`config.mk`:
```
export PLATFORM = sky130hd
export DESIGN_NAME = register_file
export DESIGN_NICKNAME = d
export VERILOG_FILES = /design/src/rtl/register_file.sv
export SDC_FILE = /design/constraint.sdc
export NUM_CORES = 2
export LEC_CHECK = 0
export CAP_MARGIN = 25
export CORE_ASPECT_RATIO = 0.8
export CORE_MARGIN = 8
export CORE_UTILIZATION = 59
export CTS_BUF_LIST = sky130_fd_sc_hd__clkbuf_2 sky130_fd_sc_hd__clkbuf_4 sky130_fd_sc_hd__clkbuf_8
export CTS_CLUSTER_SIZE = 12
export DETAILED_ROUTE_END_ITERATION = 6
export PLACE_DENSITY = 0.79
export SKIP_LAST_GASP = 1
export SLEW_MARGIN = 10
export SYNTH_ARGS = -nofsm -noshare
export SYNTH_HDL_FRONTEND = slang
export SYNTH_SLANG_ARGS = --single-unit
```
`constraint.sdc`:
```
create_clock -name clk -period 43.7 [get_ports clk]
set_clock_uncertainty 0.15 [all_clocks]
set_input_delay 13.11 -clock clk [delete_from_list [all_inputs] [get_ports clk]]
set_output_delay 13.11 -clock clk [all_outputs]
set_load 0.01 [all_outputs]
```
`src/rtl/register_file.sv`:
```
// RV32I integer register file: 32 x 32-bit registers x0..x31.
// Two combinational read ports feed the execute stage and one synchronous
// write port takes the writeback result. x0 always reads as zero. An
// asynchronous, active-high reset clears the whole array.
// There is deliberately no write-to-read bypass: a read of the register
// being written returns the old value until the rising edge, and the
// pipeline is expected to do any forwarding it needs.
module register_file (
    input  logic        clk,
    input  logic        rst,
    input  logic [31:0] reg_write,
    input  logic        write,
    input  logic [4:0]  rd,
    input  logic [4:0]  rs1,
    input  logic [4:0]  rs2,
    output logic [31:0] reg1,
    output logic [31:0] reg2
);

    // Storage array. Entry 0 is cleared by reset and never written, so it stays zero.
    logic [31:0] regs [32];

    // A write takes effect only when enabled and aimed at a register other than x0.
    logic write_hit;
    assign write_hit = write && (rd != 5'd0);

    // Asynchronous reset clears every entry; otherwise perform the enabled write at the rising edge.
    always_ff @(posedge clk or posedge rst) begin
        if (rst) begin
            for (int i = 0; i < 32; i++) begin
                regs[i] <= '0;
            end
        end else if (write_hit) begin
            regs[rd] <= reg_write;
        end
    end

    // Read port 1: combinational lookup, with x0 forced to zero independently of the array.
    always_comb begin
        reg1 = '0;
        if (rs1 != 5'd0) begin
            reg1 = regs[rs1];
        end
    end

    // Read port 2: same structure as port 1, fully independent so both may address one register.
    always_comb begin
        reg2 = '0;
        if (rs2 != 5'd0) begin
            reg2 = regs[rs2];
        end
    end

endmodule

```
After elaboration in Yosys (flattened, before gate mapping)
Cells that the tools add are included.

operators by class
  reductions and logical operators = 5
  muxes and demuxes = 11
  magnitude comparators = 4
  bitwise gates (word level) = 3

operator list
  operator              number
  $bwmux W1024          1
  $bmux W32 S5          2
  $mux W32              7
  $demux W32 S5         1
  $ge A6 B6 Y1 const B  3
  $not A5 Y6            3
  $reduce_bool A5 Y1    3
  $lt A6 B1 Y1 const B  1
  $logic_and A1 B1 Y1   2

storage, ports and cells
  output and inout port bits = 64
  word-level logic and storage cells = 55
  register bits = 1024

Logic depth before layout (Yosys ltp)
  depth in word-level cells = 6
  gate-level depth with buffers = 7
  gate-level depth less buffers = 4

Worst setup path before layout
Ideal clock, no wire load.

  path kind = input port to output port
  start = in rs1[2]
  end = out reg1[0]
  cell stages on the path = 6
  required time = 30.440 ns
  slack = 15.994 ns
  arrival = 14.446 ns
  path buffers = 4
  cells stage by stage = buf_4 > buf_4 > buf_2 > clkbuf_1 > a211oi_1 > a311oi_1

between the ends
  cells in the longest elaborated chain, start to end = 5
  elaborated cells on any way between the ends = 6

RTL lines
  what                                         line  source
  from (decl)                                  14    input logic [4:0] rs1,
  $not A5 Y6 (implied by the code)             42    reg1 = regs[rs1];
  $bmux W32 S5                                 42
  $mux W32 (implied by the code) (2 in a row)  42
  $mux W32 (*)                                 41    if (rs1 != 5'd0) begin
  to (decl)                                    16    output logic [31:0] reg1,

Mark *: on every way between the ends. The rest lies on a longest branch, timed or not. The select of a mux whose other input is x is not followed.

Worst setup path in the final report
  start = in rs2[2]
  end = out reg2[30]

between the ends
  cells in the longest elaborated chain, start to end = 5
  elaborated cells on any way between the ends = 6

RTL lines
  what                                         line  source
  from (decl)                                  15    input logic [4:0] rs2,
  $not A5 Y6 (implied by the code)             50    reg2 = regs[rs2];
  $bmux W32 S5                                 50
  $mux W32 (implied by the code) (2 in a row)  50
  $mux W32 (*)                                 49    if (rs2 != 5'd0) begin
  to (decl)                                    17    output logic [31:0] reg2

Marked as above.

==> summary.md <==
| Metric | Value |
|---|---|
| Max IR drop VDD | 0.0000367 V |
| P&R area growth vs syn | 9.27% |
| Synth cell types | 40 |
| Antenna Nets Post-Route | 0 |
| Async set or reset register ratio after synthesis | 100% |
| Post-synth top area cell | dfrtp_1 |
| Vias in the first global route | 36638 |
| Fill cells | 6558 |
| CP Launch Type | input pin |
| Avg Inst Size Synth | 15.2 µm² |
| Pwr dens | 45.0 nW/µm² |
| Root buffer cell | clkbuf_8 |
| Regs by FF count | regs (1024) |
| Num CTS Buffers | 156 |
| Placed cells | 4610 |
| Worst-skew pair later-pin latency | 0.85 ns |
| Max frequency | 31.0 MHz |
| Max Root-Sink Buffers | 3 |
| GP Congestion | 0.830 |
| WHS Path Cells | 0 |
| Combinational family with the most area after synthesis | multiplexers |
| Die extent in x | 357 µm |
| Fin cells | 4932 |
| # rows | 100 |
| First-pass GRT wire length | 248000 µm |
| Synth Area in Simple Gates | 1.65% |
| Via count | 36163 |
| Total congestion overflow | 0 |
| Via density | 7.33 |
| HP Class | reg2reg |
| IO Port Bufs | 113 |
| RSZ-0062 raised after global routing | no |
| Cells after Synth | 3614 |
| TritonCTS clock tree | done |
| GRT Util Overall | 32.8% |
| Pre-CTS WS | 11.71 ns |
| Worst path most repeated cell | buf_4 |
| Initial antenna violation count | 10 |
| Yosys warnings | 0 |
| H-Tree Depth | 4 |
| Clk sinks | 1024 |
| Crit path cell chain | buf_8, buf_4, buf_4, buf_4, mux2i_1, a221oi_1, o21ai_1, a311oi_1, clkdlybuf4s50_1 |
| Max Slew Vio Count | 0 |
| Kind of critical path | in2out |
| Initial drt markers | 4907 |
| MaxCap Viol Count | 0 |
| Nets | 3625 |
| DRT Wirelength | 169000 µm |
| Largest net degree at the start of global routing | 167 |
| Placed cell area | 56000 µm² |
| Fin crit share | 73.8% |
| Slowest stage delay, CP | 1.07 ns |
| Ranking of synthesized cells by area | dfrtp_1 (47%), mux2_2 (21%), mux4_2 (18%), mux2i_1 (2.3%), buf_2 (1.3%) |
| Final hold slack | 0.245 ns |
| Outcome | finished, final reports clean |
| Die ar. | 103000 µm² |
| Post-Synth Adder-Cell Area | 0% |
| Final hold vios | 0 |
| DRC violations left | 0 |
| Tot Pwr | 2.69 mW |
| Post-synth EDFFs | 0 |
| WL/cell | 34.2 µm |
| Dpl hpwl | 91500 µm |
| Post-CTS Repair Setup Buffers | 0 |
| Slowest CP cell | a311oi_1 |
| Worst EP arrival | 18.99 ns |
| Max reg flops | 1024 |
| Final instance area | 59900 µm² |
| Leak pwr | 25.7 nW |
| Post-CTS sizing | 0 |
| Post-Syn Nets | 3664 |
| XOR/XNOR Fraction of Synth Area | 0% |
| Core Box Area | 92500 µm² |
| Starting density of the core | 59.2% |
| Final setup fails | 0 |
| I/O pin count | 114 |
| FF+latch count, synth | 1024 |
| Post-synthesis compound-gate area fraction | 4.83% |
| Die Y | 289 µm |
| Required @ worst endpoint | 30.44 ns |
| CP max FO | 112 |
| Yosys top cell area share | 46.8% |
| Setup_tns | 0 ns |
| Biggest register | regs |
| Hold_buf cts | 0 |
| First-pass DRT Iterations | 5 |
| Post-synthesis mux area share | 42.5% |
| Rel. slew slack | 16.4% |
| Setup ws final | 11.45 ns |
| Core Util, Final | 64.7% |
| Share of cells above drive strength 1 | 51.9% |
| CTS clock-pin slew for the worst setup and hold paths | 0.06 ns |
| Cell depth of the worst flop-to-flop path | 1 |
| Synth Flop Type | dfrtp_1 |
| Cell area after synthesis | 54800 µm² |
| Worst-margin pin slew | 1.25 ns |
| Post-synthesis sequential area ratio | 46.8% |
| Critical path endpoint category | primary output |
| Min cycle time layout | 32.25 ns |
[cell usage in the layout (no fill, tap or decap), drive strengths merged, types with 5 or more instances in the layout]
cell,instances
buf,123
mux2i,128
a311oi,64
a211oi,64
o2111ai,18
a22oi,64
clkbuf,259
o21ai,110
clkinv,15
clkinvlp,5
mux4,448
nand2,52
a221oi,46
nor2,23
clkdlybuf4s50,103
nor2b,67
dfrtp,1024
diode,9
mux2,1056
[final timing paths]
check,start,slack (ns),to
min,regs[999],0.24,regs[999]
min in group asynchronous,rst,12.71,regs[839]
min reg2reg,regs[999],0.24,regs[999]
max reg2reg,regs[381],42.74,regs[381]
max,rs2[2],11.45,reg2[30]
max in group asynchronous,rst,27.60,regs[914]
[where the power goes]
part	internal, mW	switching (mW)	total (mW)	leakage, nW
Combinational	0.339	0.227	0.566	10.7
Clock	0.473	0.390	0.863	1.80
Sequential	1.13	0.135	1.26	13.1
[final cells by class]
type	count	area (µm²)	area share (%)
clock inverters	23	181	0.303
well taps	1224	1530	2.56
repair buffers	226	2260	3.78
clock buffers	259	3200	5.35
multi-input cells	2164	27000	45.1
flip-flops and latches	1024	25600	42.8
inverters	3	23.8	0.0397
diodes	9	22.5	0.0376
[logic make-up after synthesis]
kind of cell	after synthesis
mux	1632
flops	1024
buf+inv	426
compound gates	366
simple gates	166
[layer usage]
| metal | GRT usage (%) | routed length (µm) | part of all wire [%] |
|---|---|---|---|
| met1 | 47.0 | 66500 | 39 |
| met3 | 11.8 | 22900 | 14 |
| met2 | 46.3 | 72600 | 43 |
| met5 | 0 | 27 | 0.016 |
| met4 | 12.2 | 6600 | 3.9 |
[worst max-delay path: cells and delay by family]
| kind | cells | cell delay [ns] |
|---|---|---|
| compound gates | 3 | 1.52 |
| buf+inv | 5 | 3.90 |
| mux | 1 | 0.21 |
[Yosys cell counts, types with 2 or more instances]
cell type,instances
a211oi_1,64
a221oi_1,44
a221oi_2,2
a22oi_1,64
a311oi_1,64
and2_1,2
buf_2,144
buf_4,63
buf_6,37
buf_8,2
clkbuf_1,175
dfrtp_1,1024
inv_2,2
mux2_1,43
mux2_2,1013
mux2i_1,128
mux4_2,448
nand2_1,52
nand2b_1,2
nand3_1,2
nand3b_1,4
nor2_1,12
nor2_2,11
nor2b_1,66
nor3b_1,4
o2111ai_1,18
o21ai_0,7
o21ai_1,103
or2_1,2
or4_4,2
Note: power is estimated with default switching activity, not from simulation.
